### src/rtl/serial_adder.sv
// Bit-serial LSB-first adder: one full-adder slice (two half adders plus an OR)
// and a carry flop add two WIDTH-bit operands over WIDTH cycles.

module ha (
  input  logic a,
  input  logic b,
  output logic s,
  output logic c
);
  assign s = a ^ b;
  assign c = a & b;
endmodule

module serial_adder #(
  parameter int WIDTH = 8
) (
  input  logic             clk,
  input  logic             rst,
  input  logic             start,
  input  logic [WIDTH-1:0] a,
  input  logic [WIDTH-1:0] b,
  output logic             busy,
  output logic             done,
  output logic [WIDTH-1:0] sum,
  output logic             cout
);
  localparam int CW = ($clog2(WIDTH) < 1) ? 1 : $clog2(WIDTH);

  typedef enum logic [1:0] {
    IDLE = 2'd0,
    ADD  = 2'd1,
    DONE = 2'd2
  } state_t;

  state_t           state;
  logic [WIDTH-1:0] a_sr;
  logic [WIDTH-1:0] b_sr;
  logic [WIDTH-2:0] r_sr;
  logic             carry;
  logic [CW-1:0]    cnt;

  logic             p;
  logic             g0;
  logic             g1;
  logic             s_bit;
  logic             c_bit;
  logic [WIDTH-1:0] r_next;

  // Full-adder slice: propagate/generate from the operand bits, then fold in the carry.
  ha u_ha0 (.a(a_sr[0]), .b(b_sr[0]), .s(p),     .c(g0));
  ha u_ha1 (.a(p),       .b(carry),   .s(s_bit), .c(g1));
  assign c_bit = g0 | g1;

  // r_sr keeps only the upper WIDTH-1 result bits; the new bit completes the word.
  assign r_next = {s_bit, r_sr};

  always_ff @(posedge clk or posedge rst) begin
    if (rst) begin
      state <= IDLE;
      busy  <= 1'b0;
      done  <= 1'b0;
      sum   <= '0;
      cout  <= 1'b0;
      a_sr  <= '0;
      b_sr  <= '0;
      r_sr  <= '0;
      carry <= 1'b0;
      cnt   <= '0;
    end else begin
      // NOTE: non-blocking assignments let every flop sample pre-edge values, so the
      // default below and the later override in the same branch resolve to the last write.
      done <= 1'b0;
      unique case (state)
        IDLE, DONE: begin
          if (start) begin
            a_sr  <= a;
            b_sr  <= b;
            carry <= 1'b0;
            cnt   <= '0;
            busy  <= 1'b1;
            state <= ADD;
          end else begin
            state <= IDLE;
          end
        end
        ADD: begin
          a_sr  <= a_sr >> 1;
          b_sr  <= b_sr >> 1;
          r_sr  <= r_next[WIDTH-1:1];
          carry <= c_bit;
          if (cnt == CW'(WIDTH - 1)) begin
            sum   <= r_next;
            cout  <= c_bit;
            done  <= 1'b1;
            busy  <= 1'b0;
            state <= DONE;
          end else begin
            cnt <= cnt + 1'b1;
          end
        end
        default: begin
          busy  <= 1'b0;
          state <= IDLE;
        end
      endcase
    end
  end
endmodule
### config.mk
export PLATFORM = sky130hd
export DESIGN_NAME = serial_adder
export DESIGN_NICKNAME = d
export VERILOG_FILES = /design/src/rtl/serial_adder.sv
export SDC_FILE = /design/constraint.sdc
export NUM_CORES = 1
export LEC_CHECK = 0
export CAP_MARGIN = 5
export CORE_ASPECT_RATIO = 0.7
export CORE_MARGIN = 2
export CORE_UTILIZATION = 40
export CTS_CLUSTER_SIZE = 8
export DETAILED_ROUTE_END_ITERATION = 10
export PLACE_DENSITY = 0.62
export SLEW_MARGIN = 20
export SYNTH_ARGS = -nofsm -noshare
export SYNTH_HDL_FRONTEND = slang
export SYNTH_SLANG_ARGS = --single-unit
export TNS_END_PERCENT = 50
### constraint.sdc
create_clock -name clk -period 4.4 [get_ports clk]
set_input_delay 0.44 -clock clk [delete_from_list [all_inputs] [get_ports clk]]
set_output_delay 0.44 -clock clk [all_outputs]
set_load 0.01 [all_outputs]
==> results.sh <==
export IMPL_post_route_util_pct=53.2
export IMPL_pre_cts_ws_ns=2.40
export IMPL_antenna_found_initial=0
export IMPL_timing_rr_start="state[0]"
export IMPL_grt_met1_usage_pct=21.8
export IMPL_netlist_area_um2=1730
export IMPL_grt_busiest_layer="met2"
export IMPL_tightest_slew_ns=0.790
export IMPL_grt_overflow=0
export IMPL_cp_max_fo=16
export IMPL_worst_ep_arrival_time_ns=2.06
export IMPL_synth_warnings=0
export IMPL_holdPathEnd="cnt[0]"
export IMPL_timing_final_crit_share_pct=42.7
export IMPL_fin_crit_ns=1.88
export IMPL_dp_cells=228
export IMPL_first_iter_violations=47
export IMPL_synthFlopType="dfrtp_1"
export IMPL_rsz0062_at_grt="no"
export IMPL_cts_path_max_buffers=2
export IMPL_final_cell_mix="dfrtp_1 (40), clkdlybuf4s50_1 (29), nand2_1 (26)"
export IMPL_coreArea_um2=4040
export IMPL_drv_slew=0
export IMPL_hold_viol_final=0
export IMPL_ff_latch_area_um2=1000
export IMPL_wl_per_cell_um=14.1
export IMPL_path_class="flip-flop to flip-flop"
export IMPL_num_vias=1163
export IMPL_vias_per_cell=4.93
export IMPL_whs_path_depth=1
export IMPL_drt_wl_total_um=3330
export IMPL_placed_area_um2=2040
export IMPL_synth_edf_count=0
export IMPL_synthCells=153
export IMPL_ant_nets=0
export IMPL_hold_buffers=0
export IMPL_clock_latency_ns=0.29
export IMPL_track_usage_pct=16.0
export IMPL_slew_limit_headroom_pct=47.3
export IMPL_use_met2_pct=23.6
export IMPL_cts_setup_buffers=0
export IMPL_clkSlewWorstSetupHoldPaths_ns=0.08
export IMPL_critical_path_max_stage_delay_ns=0.60
export IMPL_gp_congestion=0.713
export IMPL_rr_worst_depth=4
export IMPL_layout_area_overhead_vs_synth_pct=24.6
export IMPL_cts_tree="built"
export IMPL_status="complete, no violations"
export IMPL_whs_ns=0.495
export IMPL_cap_violations=0
export IMPL_hp_class="flip-flop to flip-flop"
export IMPL_rows=19
export IMPL_multi_input_area_um2=612
export IMPL_p_leak_nw=1.06
export IMPL_yosysSeqAreaShare_pct=58.0
export IMPL_drc=0
export IMPL_fmax_mhz=532
export IMPL_hp_start="cnt[0]"
export IMPL_ys_ff_latch=40
export IMPL_cts_sinks=40
export IMPL_final_cells=236
export IMPL_timing_rr_end="sum[0]"
export IMPL_syn_nets=175
export IMPL_dp_hpwl_um=2180
export IMPL_die_x_um=82.5
export IMPL_end_kind="flip-flop"
export IMPL_setup_slack_ns=2.52
export IMPL_syn_area_per_cell_um2=11.3
export IMPL_start_util_pct=42.7
export IMPL_cts_root_buffer="clkbuf_8"
export IMPL_finalSetupTns_ns=0
export IMPL_power_total_mw=1.48
export IMPL_htreeDepth=2
export IMPL_first_global_vias=1192
export IMPL_cp_top_family="simple AND/OR/NAND/NOR gates"
export IMPL_fp_dieH_um=59.0
export IMPL_drtPass1Iterations=4
export IMPL_slowest_stage="dfrtp_1"
export IMPL_grt_max_degree=41
export IMPL_n_antenna_cell=0
export IMPL_portBuffers=29
export IMPL_die_area_um2=4860
export IMPL_crit_chain="nor2b_2 > nand2_8 > inv_4 > mux2_4"
export IMPL_mostFrequentLayoutCell="dfrtp_1"
export IMPL_nNetsFinal=205
export IMPL_crit_required_ns=4.59
export IMPL_drive_above_1_share_pct=12.0
export IMPL_met3_usage_pct=6.44
export IMPL_crit_path_start_kind="flip-flop"
export IMPL_cp_buffers_inverters=1
export IMPL_cellPowerDensity_nw_per_um2=689
export IMPL_cts_repair_resized=0
export IMPL_ys_types=27
export IMPL_num_fill_cells=353
export IMPL_fin_area_um2=2150
export IMPL_clock_skew_ns=0.00374
export IMPL_setup_viol=0
export IMPL_numCtsBuffers=5
export IMPL_grt_pass1_wl_um=5650
export IMPL_async_flop_share_pct=100
export IMPL_irDropWorstVdd_v=0.000324
export IMPL_ff2ff_setup_slack_ns=2.52
export IMPL_ios=30
[cell families (layout without fill, tap and decap cells)]
| kind of cell | Yosys count | after routing | synth area share, % |
|---|---|---|---|
| simple gates | 42 | 42 | 11.7 |
| buf+inv | 23 | 54 | 6.53 |
| compound gates | 33 | 33 | 11.5 |
| flops | 40 | 40 | 58.0 |
| mux | 12 | 12 | 9.64 |
| fa+ha+maj | 3 | 3 | 2.61 |
[metal layers]
layer | vias up | routed length, µm | part of all wire [%]
met5 | - | 0 | 0
met4 | 0 | 13 | 0.39
met3 | 2 | 204 | 6.1
met2 | 26 | 1430 | 43
met1 | 560 | 1680 | 50
li1 | 575 | - | -
[synth_stat cells (all sizes together) (2+ instances only)]
cell type  instances  area share [%]
mux2i              2             1.2
a221o              2             1.2
inv               16             3.6
a21oi             12             3.5
nand2b             2            0.73
nand3              6             1.7
mux2              10             8.5
o21ai              4             1.2
buf                7             2.9
nand2             27             6.8
o22ai             12             4.4
ha                 2             1.5
nor2               4            0.87
dfrtp             40              58
[registers in the layout, summed over array words and instances (netlist names)]
| name | flops |
|---|---|
| cnt | 3 |
| b_sr | 8 |
| r_sr | 7 |
| done | 1 |
| busy | 1 |
| cout | 1 |
| carry | 1 |
| sum | 8 |
| state | 2 |
| a_sr | 8 |
[worst max path at each step]
stage	start	endpoint	cells after the start	slack, ns
final	state[0]	sum[0]	4	2.52
after global placement	start	b_sr[6]	4	2.47
after floorplan	cnt[0]	cnt[0]	5	2.90
after global routing	state[0]	sum[1]	4	2.38
after CTS	state[0]	sum[0]	4	2.48
after detailed placement	start	a_sr[6]	4	2.40
[where the power goes]
| part | total [mW] | internal, mW | switching (mW) |
|---|---|---|---|
| sequential | 0.641 | 0.527 | 0.113 |
| clock | 0.296 | 0.168 | 0.128 |
| combinational | 0.545 | 0.279 | 0.266 |
| total | 1.48 | 0.974 | 0.507 |
[worst register-to-register path: cells and delay by family, from the launching register on]
family | cells | cell delay (ns)
flops | 1 | 0.60
simple gates | 2 | 0.76
mux | 1 | 0.30
buf+inv | 1 | 0.12
[area by class of cell]
type,count,share of cell area (%)
Multi-Input combinational cell,90,28.5
Clock inverter,3,1.98
Inverter,16,2.91
Clock buffer,5,3.20
Timing Repair Buffer,30,13.9
Tap cell,52,3.03
Sequential cell,40,46.6
Note: power is estimated with default switching activity, not from simulation.
